[src/rtl/memory_access.sv]
// Memory-access pipeline stage: M register plus a single-outstanding 32-bit data-bus master.
// Latency: M register loads one cycle after execute; a load/store completes in its ack cycle (zero-wait ack adds no cycle).
// Backpressure: mem_busy_m holds the M register while a request is unacked or being drained; stall_m holds it otherwise.
module memory_access (
    input  logic        clk,
    input  logic        rst,
    input  logic        pc_write_e,
    input  logic        rd_write_e,
    input  logic        mem_write_e,
    input  logic [1:0]  rd_write_src_e,
    input  logic [4:0]  rd_e,
    input  logic [31:0] pc_e,
    input  logic [31:0] alu_res_e,
    input  logic [31:0] mem_data_e,
    input  logic [31:0] csr_data_e,
    input  logic        stall_m,
    input  logic        flush_m,
    output logic        pc_write_m,
    output logic        rd_write_m,
    output logic [1:0]  rd_write_src_m,
    output logic [4:0]  rd_m,
    output logic [31:0] pc_m,
    output logic [31:0] alu_res_m,
    output logic [31:0] csr_data_m,
    output logic [31:0] mem_rdata_m,
    output logic        mem_busy_m,
    output logic        misaligned_m,
    output logic        dmem_req,
    output logic        dmem_we,
    output logic [31:0] dmem_addr,
    output logic [31:0] dmem_wdata,
    input  logic        dmem_ack,
    input  logic [31:0] dmem_rdata
);

    typedef enum logic [1:0] {IDLE, WAIT, DONE, DRAIN} state_t;

    typedef struct packed {
        logic        pc_write;
        logic        rd_write;
        logic        mem_write;
        logic [1:0]  rd_write_src;
        logic [4:0]  rd;
        logic [31:0] pc;
        logic [31:0] alu_res;
        logic [31:0] mem_data;
        logic [31:0] csr_data;
    } m_t;

    state_t      state_q, state_d;
    m_t          m_q, m_e;
    logic        memop, aligned, req, busy, m_load, take_data;
    logic [31:0] rdata_q;
    logic [31:0] bus_addr_q, bus_wdata_q;
    logic        bus_we_q;

    always_comb begin
        m_e              = '0;
        m_e.pc_write     = pc_write_e;
        m_e.rd_write     = rd_write_e;
        m_e.mem_write    = mem_write_e;
        m_e.rd_write_src = rd_write_src_e;
        m_e.rd           = rd_e;
        m_e.pc           = pc_e;
        m_e.alu_res      = alu_res_e;
        m_e.mem_data     = mem_data_e;
        m_e.csr_data     = csr_data_e;
    end

    assign memop   = m_q.mem_write | (m_q.rd_write_src == 2'b01);
    assign aligned = (m_q.alu_res[1:0] == 2'b00);

    always_comb begin
        state_d = state_q;
        req     = 1'b0;
        case (state_q)
            IDLE: begin
                req = memop & aligned;
                // A flush racing an unacked first cycle still owes the bus an ack.
                if (req && !dmem_ack)
                    state_d = flush_m ? DRAIN : WAIT;
                else if (req && dmem_ack && stall_m && !flush_m)
                    state_d = DONE;
            end
            WAIT: begin
                req = 1'b1;
                if (dmem_ack)
                    state_d = (stall_m && !flush_m) ? DONE : IDLE;
                else if (flush_m)
                    state_d = DRAIN;
            end
            DONE: begin
                if (flush_m || !stall_m)
                    state_d = IDLE;
            end
            DRAIN: begin
                req = 1'b1;
                if (dmem_ack)
                    state_d = IDLE;
            end
            default: state_d = IDLE;
        endcase
    end

    assign busy      = (req & ~dmem_ack) | (state_q == DRAIN);
    assign m_load    = ~stall_m & ~busy & ~flush_m;
    assign take_data = req & dmem_ack & (state_q != DRAIN);

    always_ff @(posedge clk) begin
        if (rst) begin
            state_q     <= IDLE;
            m_q         <= '0;
            rdata_q     <= '0;
            bus_addr_q  <= '0;
            bus_wdata_q <= '0;
            bus_we_q    <= 1'b0;
        end else begin
            state_q <= state_d;
            if (flush_m)
                m_q <= '0;
            else if (m_load)
                m_q <= m_e;
            if (take_data)
                rdata_q <= dmem_rdata;
            // Bus fields are frozen once a request leaves IDLE so a flushed M register cannot disturb them.
            if (state_q == IDLE) begin
                bus_addr_q  <= {m_q.alu_res[31:2], 2'b00};
                bus_wdata_q <= m_q.mem_data;
                bus_we_q    <= m_q.mem_write;
            end
        end
    end

    assign dmem_req   = req;
    assign dmem_addr  = (state_q == IDLE) ? {m_q.alu_res[31:2], 2'b00} : bus_addr_q;
    assign dmem_wdata = (state_q == IDLE) ? m_q.mem_data : bus_wdata_q;
    assign dmem_we    = (state_q == IDLE) ? m_q.mem_write : bus_we_q;

    assign mem_busy_m   = busy;
    assign misaligned_m = memop & ~aligned;
    assign mem_rdata_m  = take_data ? dmem_rdata : ((state_q == DONE) ? rdata_q : 32'h0);

    assign pc_write_m     = m_q.pc_write;
    assign rd_write_m     = m_q.rd_write & ~misaligned_m;
    assign rd_write_src_m = m_q.rd_write_src;
    assign rd_m           = m_q.rd;
    assign pc_m           = m_q.pc;
    assign alu_res_m      = m_q.alu_res;
    assign csr_data_m     = m_q.csr_data;

endmodule

[config.mk]
export PLATFORM = sky130hd
export DESIGN_NAME = memory_access
export DESIGN_NICKNAME = d
export VERILOG_FILES = /design/src/rtl/memory_access.sv
export SDC_FILE = /design/constraint.sdc
export NUM_CORES = 1
export LEC_CHECK = 0
export BUFFER_PORTS_ARGS = -buffer_cell sky130_fd_sc_hd__buf_2
export CAP_MARGIN = 40
export CORE_MARGIN = 5
export CORE_UTILIZATION = 50
export DETAILED_ROUTE_END_ITERATION = 16
export HOLD_SLACK_MARGIN = 0.03
export PLACE_DENSITY = 0.84
export REMOVE_ABC_BUFFERS = 1
export SLEW_MARGIN = 20
export SYNTH_ARGS = -nofsm -noshare
export SYNTH_HDL_FRONTEND = slang
export SYNTH_SLANG_ARGS = --single-unit
[constraint.sdc]
create_clock -name clk -period 1.9 [get_ports clk]
set_input_delay 0.19 -clock clk [delete_from_list [all_inputs] [get_ports clk]]
set_output_delay 0.19 -clock clk [all_outputs]
set_load 0.1 [all_outputs]
== After elaboration in Yosys (flattened, before gate mapping) ==
Cells that the tools add are included.

* Bits in registers: 237
* Output and inout bits: 205
* Word-level logic and storage cells: 68

* Equal/unequal tests: 9
* Muxes and demuxes: 15
* Bitwise logic cells: 16
* Reduce and logical (&&, ||, !) cells: 14

{| class="wikitable"
|+ Operator list
! operator !! number
|-
| two-way mux 32 bit || 4
|-
| two-way mux 2 bit || 8
|-
| AND 1 bit || 8
|-
| case mux 2 bit (4 select lines) || 1
|-
| != test 2 bit (second input constant) || 3
|-
| != test 3 bit (second input constant) || 2
|-
| inverter 1 bit || 6
|-
| logical AND 1 bit || 5
|-
| == test 2 x 1 -> 1 bit (second input constant) || 2
|-
| == test 2 bit (second input constant) || 2
|-
| zero test 2 bit || 2
|-
| AND reduction 4 bit || 1
|-
| OR reduction 2 bit || 2
|-
| zero test 1 bit || 3
|-
| bitwise OR 1 bit || 2
|-
| case mux 1 bit (2 select lines) || 1
|-
| logical OR 1 bit || 1
|-
| two-way mux 1 bit || 1
|}

== Depth between registers and ports, before layout ==
Gate-level depths: netlist of the first run.

* Word-level depth: 9
* Mapped depth: 7
* Mapped depth without buffers: 4

== Worst setup path after synthesis of the first run ==
OpenSTA, ideal clock, no wires.

* Path kind: reg2out
* Start: reg m_q (netlist bit rd_write_src_m[0])
* End: out rd_write_m
* Data arrival time: 2793 ps
* Slack: -1083 ps
* Stages on the path, launching flop included: 5
* Path buffers: 0
* Cells stage by stage: dfxtp_1 nor2b_1 nor2_1 nor2_1 nor2b_1

* Longest elaborated chain between the ends: 5

{| class="wikitable"
|+ Ends and longest elaborated chain
! element !! line !! source
|-
| start, declared || 51 || <nowiki>m_t m_q, m_e;</nowiki>
|-
| start signal, assigned || 122 || <nowiki>m_q <= m_e;</nowiki>
|-
| == test 2 x 1 -> 1 bit || 70 || <nowiki>assign memop = m_q.mem_write | (m_q.rd_write_src == 2'b01);</nowiki>
|-
| bitwise OR 1 bit || 70 ||
|-
| AND 1 bit || 140 || <nowiki>assign misaligned_m = memop & ~aligned;</nowiki>
|-
| net misaligned_m || 27 || <nowiki>output logic misaligned_m,</nowiki>
|-
| inverter 1 bit || 144 || <nowiki>assign rd_write_m = m_q.rd_write & ~misaligned_m;</nowiki>
|-
| AND 1 bit || 144 ||
|-
| end, declared || 19 || <nowiki>output logic rd_write_m,</nowiki>
|}

The timed path passes the listed nets, and every way through them passes these cells.

== Final worst setup path of the first run ==
* Start: reg m_q (netlist bit alu_res_m[0])
* End: out mem_rdata_m[16]

* Longest elaborated chain between the ends: 6

{| class="wikitable"
|+ Ends and longest elaborated chain
! element !! line !! source
|-
| zero test 2 bit || 71 || <nowiki>assign aligned = (m_q.alu_res[1:0] == 2'b00);</nowiki>
|-
| AND 1 bit || 78 || <nowiki>req = memop & aligned;</nowiki>
|-
| case mux 1 bit (2 select lines) || 76 || <nowiki>case (state_q)</nowiki>
|-
| AND 1 bit (2 in a row) || 107 || <nowiki>assign take_data = req & dmem_ack & (state_q != DRAIN);</nowiki>
|-
| two-way mux 32 bit || 141 || <nowiki>assign mem_rdata_m = take_data ? dmem_rdata : ((state_q == DONE) ? rdata_q : 32'h0);</nowiki>
|-
| end, declared || 25 || <nowiki>output logic [31:0] mem_rdata_m,</nowiki>
|}

No other way between the ends.

==> results of run 1 <==
-- logic make-up (layout without fill, tap and decap cells) --
group,Yosys count,after routing,share of synthesized area [%]
multiplexers,203,203,19.95
other,0,5,0
buffers and inverters,190,735,12.55
AND/OR/NAND/NOR,455,455,18.25
flip-flops,237,237,44.85
AO/OA/AOI/OAI,72,72,4.400
-- critical path, cell delays in order, from the launching register on --
cell	delay, ps
dfxtp_1	450
nor2_4	90
o21a_4	190
buf_2	180
o211ai_1	640
nand2_1	230
buf_12	240
-- how the worst max path moves through the flow --
stage / startpoint / end / slack [ps] / cells past startpoint
global placement: state_q[1] / csr_data_m[24] / 50 / 7
detailed placement: state_q[1] / pc_m[2] / -10 / 7
CTS: state_q[1] / dmem_wdata[4] / -380 / 8
finish: alu_res_m[0] / mem_rdata_m[16] / -850 / 6
global route: rd_write_src_m[0] / mem_rdata_m[16] / -840 / 6
floorplan: rst / alu_res_m[0] / -7050 / 3
-- sequential cells by signal, summed over array words and instances, names as in the netlist --
register	count
rd_m	5
state_q	2
bus_addr_q	32
bus_we_q	1
rdata_q	32
rd_write_src_m	2
m_q	34
bus_wdata_q	32
csr_data_m	32
alu_res_m	32
pc_write_m	1
pc_m	32
-- through the flow --
step	utilization [%]	TNS (ps)	std cells	total power, mW
4_1_cts	81.88	-31000	1930	12.54
5_1_grt	88.12	-74020	1977	13.39
3_5_place_dp	61.61	-12.83	1660	7.060
6_report	88.18	-57100	1982	13.14
2_1_floorplan	-	-1399990	970	6.495
3_3_place_gp	61.54	0	1659	7.028
-- layout by cell type, fill, tap and decap left out, types with 4 or more instances in the layout --
master and count:
mux2i_1 104, clkbuf_1 4, mux2i_4 14, nand3_1 7, buf_16 17, nand3_4 12
dfxtp_1 233, nand2_1 338, buf_6 15, buf_4 77, clkinv_2 5, nor2_4 5
a21oi_2 18, nand3_2 14, buf_12 121, mux2_4 63, buf_8 16, diode_2 5
mux2i_2 22, buf_2 278, a21oi_1 14, o211ai_1 33, nor2b_4 5, dlygate4sd3_1 151
clkbuf_16 38, nor2b_1 65, clkbuf_8 4, dfxtp_2 4
-- per-layer routing --
metal  part of all wire [%]  wire length [µm]
met1                     31             17200
met2                     46             26010
met3                     12              6795
met4                     11              6332
met5                  0.050                28
-- area by class of cell --
type                       instances  area share (%)
clock inverter                    11          0.7042
tap                              275           1.862
inverter                           3         0.06094
clock buffer                      33           3.765
sequential                       237           25.70
antenna                            5         0.06771
timing repair buffer             688           38.45
multi-input combinational        730           29.38
-- power by group through the flow --
| stage | Combinational (mW) | Sequential, mW | Clock [mW] |
|---|---|---|---|
| after global routing | 2.89 | 5.16 | 5.33 |
| after CTS | 2.43 | 5.13 | 4.98 |
| after floorplan | 0.895 | 5.60 | 0 |
| after global placement | 1.80 | 5.23 | 0 |
| after detailed placement | 1.82 | 5.24 | 0 |
| final | 2.84 | 5.16 | 5.14 |
-- repair_timing --
action | CTS | global route
endpoints found under the hold margin | 151 | 0
gates cloned | 17 | 17
pin swaps | 47 | 65
gates resized for setup | 272 | 174
hold buffers | 151 | 0
setup endpoints to repair | 109 | 259
buffers inserted | 58 | 35
==> results.sh, run 1 <==
export IMPL_status="finished with violations"
export IMPL_violations="setup timing"
export IMPL_core_area_mm2=0.02096
export IMPL_ys_ff_latch=237
export IMPL_fp_dieH_um=155.5
export IMPL_ant_nets=0
export IMPL_synth_most_common_cell="nand2_1"
export IMPL_r2r_end="rdata_q[25]"
export IMPL_finalMaxSlewViolations=0
export IMPL_cts_max_path_buffers=3
export IMPL_ff2ff_path_depth=12
export IMPL_clk_pin_slew_ps=70
export IMPL_worstHoldEndpoint="rdata_q[19]"
export IMPL_wl_per_cell_um=28.44
export IMPL_hold_ws_ps=87.45
export IMPL_worstPathArrival_ps=2560
export IMPL_top_usage_layer="met2"
export IMPL_start_kind="flop"
export IMPL_min_path_type="in -> reg"
export IMPL_synth_distinct_cells=24
export IMPL_comb_power_share_pct=21.6
export IMPL_routed_wl_mm=56.37
export IMPL_seqCellArea_mm2=0.004750
export IMPL_multi_input_area_mm2=0.005429
export IMPL_synthCells=1157
export IMPL_fmax_mhz=363.8
export IMPL_hold_start="dmem_rdata[19]"
export IMPL_die_area_mm2=0.02417
export IMPL_synth_enable_flop_cells=0
export IMPL_power_leakage_nw=8.121
export IMPL_ff2ff_setup_slack_ps=-310
export IMPL_syn_area_mm2=0.01058
export IMPL_synth_async_sr_flop_share_pct=0
export IMPL_synth_largest_area_cell="dfxtp_1"
export IMPL_htreeDepth=1
export IMPL_clock_sinks=237
export IMPL_grt_setup_unrepaired="yes"
export IMPL_overflow=0
export IMPL_boundaryPins=380
export IMPL_ys_seq_area_share_pct=44.85
export IMPL_path_class="reg -> out"
export IMPL_fin_skew_ps=11.55
export IMPL_via_per_inst=6.012
export IMPL_initial_utilization_pct=50.48
export IMPL_die_width_um=155.5
export IMPL_port_buffer_count=379
export IMPL_layout_drive_gt1_share_pct=43.83
export IMPL_post_dp_hpwl_mm=20.47
export IMPL_grtUsageMet2_pct=63.22
export IMPL_critPathMaxFanout=6
export IMPL_cts_tree="built"
export IMPL_grt_util_met1_pct=35.98
export IMPL_worstReg2RegStart="state_q[1]"
export IMPL_synthFlopType="dfxtp_1"
export IMPL_worstPathRequired_ps=1710
export IMPL_synthToLayoutAreaGrowth_pct=74.67
export IMPL_synth_avg_cell_area_um2=9.143
export IMPL_clkPwrFrac_pct=39.1
export IMPL_grt_usage_pct=35.08
export IMPL_dr_pass1_iters=6
export IMPL_drt_iter0_markers=1252
export IMPL_hold_depth=4
export IMPL_place_gp_congestion=0.8577
export IMPL_clockRootBuffer="clkbuf_16"
export IMPL_vias=11920
export IMPL_swShare_pct=30.64
export IMPL_finalWorstSetupSlack_ps=-848.9
export IMPL_netlist_top_cells_count="nand2_1 (341), dfxtp_1 (237), mux2i_1 (140), buf_4 (104), nor2b_1 (70)"
export IMPL_grt_pass1_vias=11820
export IMPL_cp_end_kind="output pin"
export IMPL_final_nets=1860
export IMPL_drc=0
export IMPL_synth_area_leaders="dfxtp_1 (45%), mux2i_1 (13%), nand2_1 (12%), buf_4 (7.4%), mux2_2 (6.7%)"
export IMPL_power_density_mw_per_mm2=711.2
export IMPL_finalHoldViolCount=0
export IMPL_peakVddDrop_uv=798.9
export IMPL_setup_viol=262
export IMPL_dp_worst_setup_slack_ps=-12.83
export IMPL_antenna_found_initial=3
export IMPL_slew_headroom_pct=47.73
export IMPL_insertion_delay_ps=540
export IMPL_finalCritPeriodShare_pct=144.7
export IMPL_internal_power_mw=9.116
export IMPL_tightest_slew_ps=780.6
export IMPL_nFillCells=733
export IMPL_placementRows=53
export IMPL_grt_max_degree=92
export IMPL_grt_pass1_wl_mm=66.89
export IMPL_fin_area_mm2=0.01848
export IMPL_fin_crit_ps=2749
export IMPL_yosysWarnings=0
export IMPL_maxCapViolCount=0
export IMPL_yosysTopAreaCellShare_pct=44.85
export IMPL_p_sw_mw=4.026
export IMPL_cts_made_buffers=25
export IMPL_grtUsageMet3_pct=8.289
export IMPL_seqPwrFrac_pct=39.3
export IMPL_placedInstanceArea_mm2=0.01291
Note: power is estimated with default switching activity, not from simulation.
==> inputs of run 2 (changes only) <==
- CELL_PAD_IN_SITES_DETAIL_PLACEMENT: not set -> 1
- CELL_PAD_IN_SITES_GLOBAL_PLACEMENT: not set -> 2
- CORE_UTILIZATION: 50 -> 29
- clock period: 1.9 -> 2.7 ns (I/O delays scaled with it)
==> results.sh, run 2 (synthesized netlist as in run 1, its figures left out) <==
export IMPL_status="finished clean"
export IMPL_layout_commonest_cell="nand2_1"
export IMPL_dr_pass1_iters=4
export IMPL_worst_path_buf_inv=2
export IMPL_fmax_mhz=404.9
export IMPL_setup_tns_ps=0
export IMPL_fin_area_mm2=0.01605
export IMPL_routed_wl_mm=36.47
export IMPL_ant_nets=0
export IMPL_layout_common_cells="nand2_1 (341), buf_2 (282), dfxtp_1 (237)"
export IMPL_crit_slowest_cell="dfxtp_1"
export IMPL_setup_viol=0
export IMPL_worstPathArrival_ps=2200
export IMPL_placedInstanceArea_mm2=0.01337
export IMPL_clk_pin_slew_ps=60
export IMPL_final_nets=1732
export IMPL_hold_start="pc_e[7]"
export IMPL_worstReg2RegStart="rd_write_src_m[0]"
export IMPL_grt_pass1_wl_mm=57.93
export IMPL_comb_power_share_pct=16.4
export IMPL_placementRows=70
export IMPL_min_path_type="in -> reg"
export IMPL_clock_sinks=237
export IMPL_worstPathCellList="nor2b_1, o21a_1, buf_6, a21oi_1, nor2_1, buf_12"
export IMPL_layout_drive_gt1_share_pct=32.30
export IMPL_crit_path_start="rd_write_src_m[0]"
export IMPL_clkPwrFrac_pct=44.4
export IMPL_cts_max_path_buffers=3
export IMPL_cpLargestDelayFamily="buffers and inverters"
export IMPL_power_leakage_nw=6.935
export IMPL_fin_skew_ps=8.031
export IMPL_r2r_end="csr_data_m[18]"
export IMPL_power_density_mw_per_mm2=573.7
export IMPL_place_gp_congestion=0.7394
export IMPL_fin_crit_ps=2470
export IMPL_critPathMaxStageDelay_ps=330
export IMPL_ff2ff_path_depth=6
export IMPL_tightest_slew_ps=696.7
export IMPL_grt_pass1_vias=10320
export IMPL_finalCritPeriodShare_pct=91.47
export IMPL_worstPathRequired_ps=2430
export IMPL_drc=0
export IMPL_peakVddDrop_uv=434.3
export IMPL_internal_power_mw=6.670
export IMPL_hold_depth=3
export IMPL_drt_iter0_markers=281
export IMPL_start_kind="flop"
export IMPL_largest_register="m_q"
export IMPL_insertion_delay_ps=540
export IMPL_core_area_mm2=0.03635
export IMPL_maxCapViolCount=0
export IMPL_die_width_um=201.0
export IMPL_worstHoldEndpoint="pc_m[7]"
export IMPL_antenna_found_initial=6
export IMPL_htreeDepth=1
export IMPL_largest_register_ffs=34
export IMPL_grt_setup_unrepaired="no"
export IMPL_fp_dieH_um=201.0
export IMPL_slew_headroom_pct=53.55
export IMPL_grt_max_degree=150
export IMPL_seqPwrFrac_pct=39.2
export IMPL_wl_per_cell_um=17.77
export IMPL_ff2ff_setup_slack_ps=670
export IMPL_cts_tree="built"
export IMPL_critPathMaxFanout=35
export IMPL_finalHoldViolCount=0
export IMPL_vias=9359
export IMPL_boundaryPins=380
export IMPL_via_per_inst=4.561
export IMPL_cts_made_buffers=29
export IMPL_cts_setup_buffers=0
export IMPL_cp_end_kind="output pin"
export IMPL_path_class="reg -> out"
export IMPL_overflow=0
export IMPL_swShare_pct=27.54
export IMPL_p_sw_mw=2.535
export IMPL_initial_utilization_pct=29.10
export IMPL_die_area_mm2=0.04040
export IMPL_grt_usage_pct=17.27
export IMPL_port_buffer_count=379
export IMPL_post_dp_hpwl_mm=22.12
export IMPL_synthToLayoutAreaGrowth_pct=51.67
export IMPL_clockRootBuffer="clkbuf_16"
export IMPL_finalMaxSlewViolations=0
run 2: cell type report:
cell class | count | area [µm²]
fill | 4094 | 20300
timing repair buffer | 556 | 5146
sequential | 237 | 4745
multi-input combinational | 730 | 4527
clock buffer | 43 | 888.4
tap | 468 | 585.6
clock inverter | 10 | 130.1
antenna | 5 | 12.51
inverter | 3 | 11.26
run 2: per-stage QoR:
| step | util [%] | hold slack (ps) | power (mW) | std cells | worst slack, ps |
|---|---|---|---|---|---|
| 2_1_floorplan | - | 339.1 | 4.570 | 970 | -6333 |
| 3_3_place_gp | 36.78 | 437.9 | 4.973 | 1830 | 698.5 |
| 3_5_place_dp | 36.78 | 445.8 | 4.989 | 1830 | 696.9 |
| 4_1_cts | 44.10 | 33.26 | 9.332 | 2047 | 96.53 |
| 5_1_grt | 44.14 | 45.38 | 9.577 | 2052 | 68.87 |
| 6_report | 44.14 | 55.25 | 9.205 | 2052 | 230.2 |
run 2: how the worst max path moves through the flow:
| stage | endpoint | depth (start not counted) |
|---|---|---|
| floorplan | alu_res_m[0] | 3 |
| global placement | mem_busy_m | 6 |
| detailed placement | pc_m[18] | 6 |
| CTS | mem_busy_m | 6 |
| global route | mem_busy_m | 6 |
| finish | mem_busy_m | 6 |
run 2: worst reg2reg max path: cells and delay by family, from the launching register on:
| family | cells | cell delay (ps) |
|---|---|---|
| AO/OA/AOI/OAI | 2 | 420 |
| buffers and inverters | 2 | 600 |
| flip-flops | 1 | 310 |
| multiplexers | 1 | 450 |
| AND/OR/NAND/NOR | 1 | 160 |
run 2: per-layer routing:
metal	wire, µm	track usage (%)
met5	0	0
met4	846	4.695
met3	2859	6.010
met2	18390	30.86
met1	14370	19.59
run 2: what timing repair did:
action                                  4_1_cts  5_1_grt
resized for setup                             0        1
hold buffers                                164        0
endpoints found under the hold margin       164        0
endpoints found under the setup margin        0        1
run 2: power by group through the flow:
stage               clock network (mW)  registers [mW]  logic, mW
global route                      4.38            3.62       1.58
finish                            4.09            3.61       1.51
floorplan                            0            3.94      0.630
CTS                               4.22            3.61       1.50
detailed placement                   0            3.68       1.30
global placement                     0            3.68       1.29
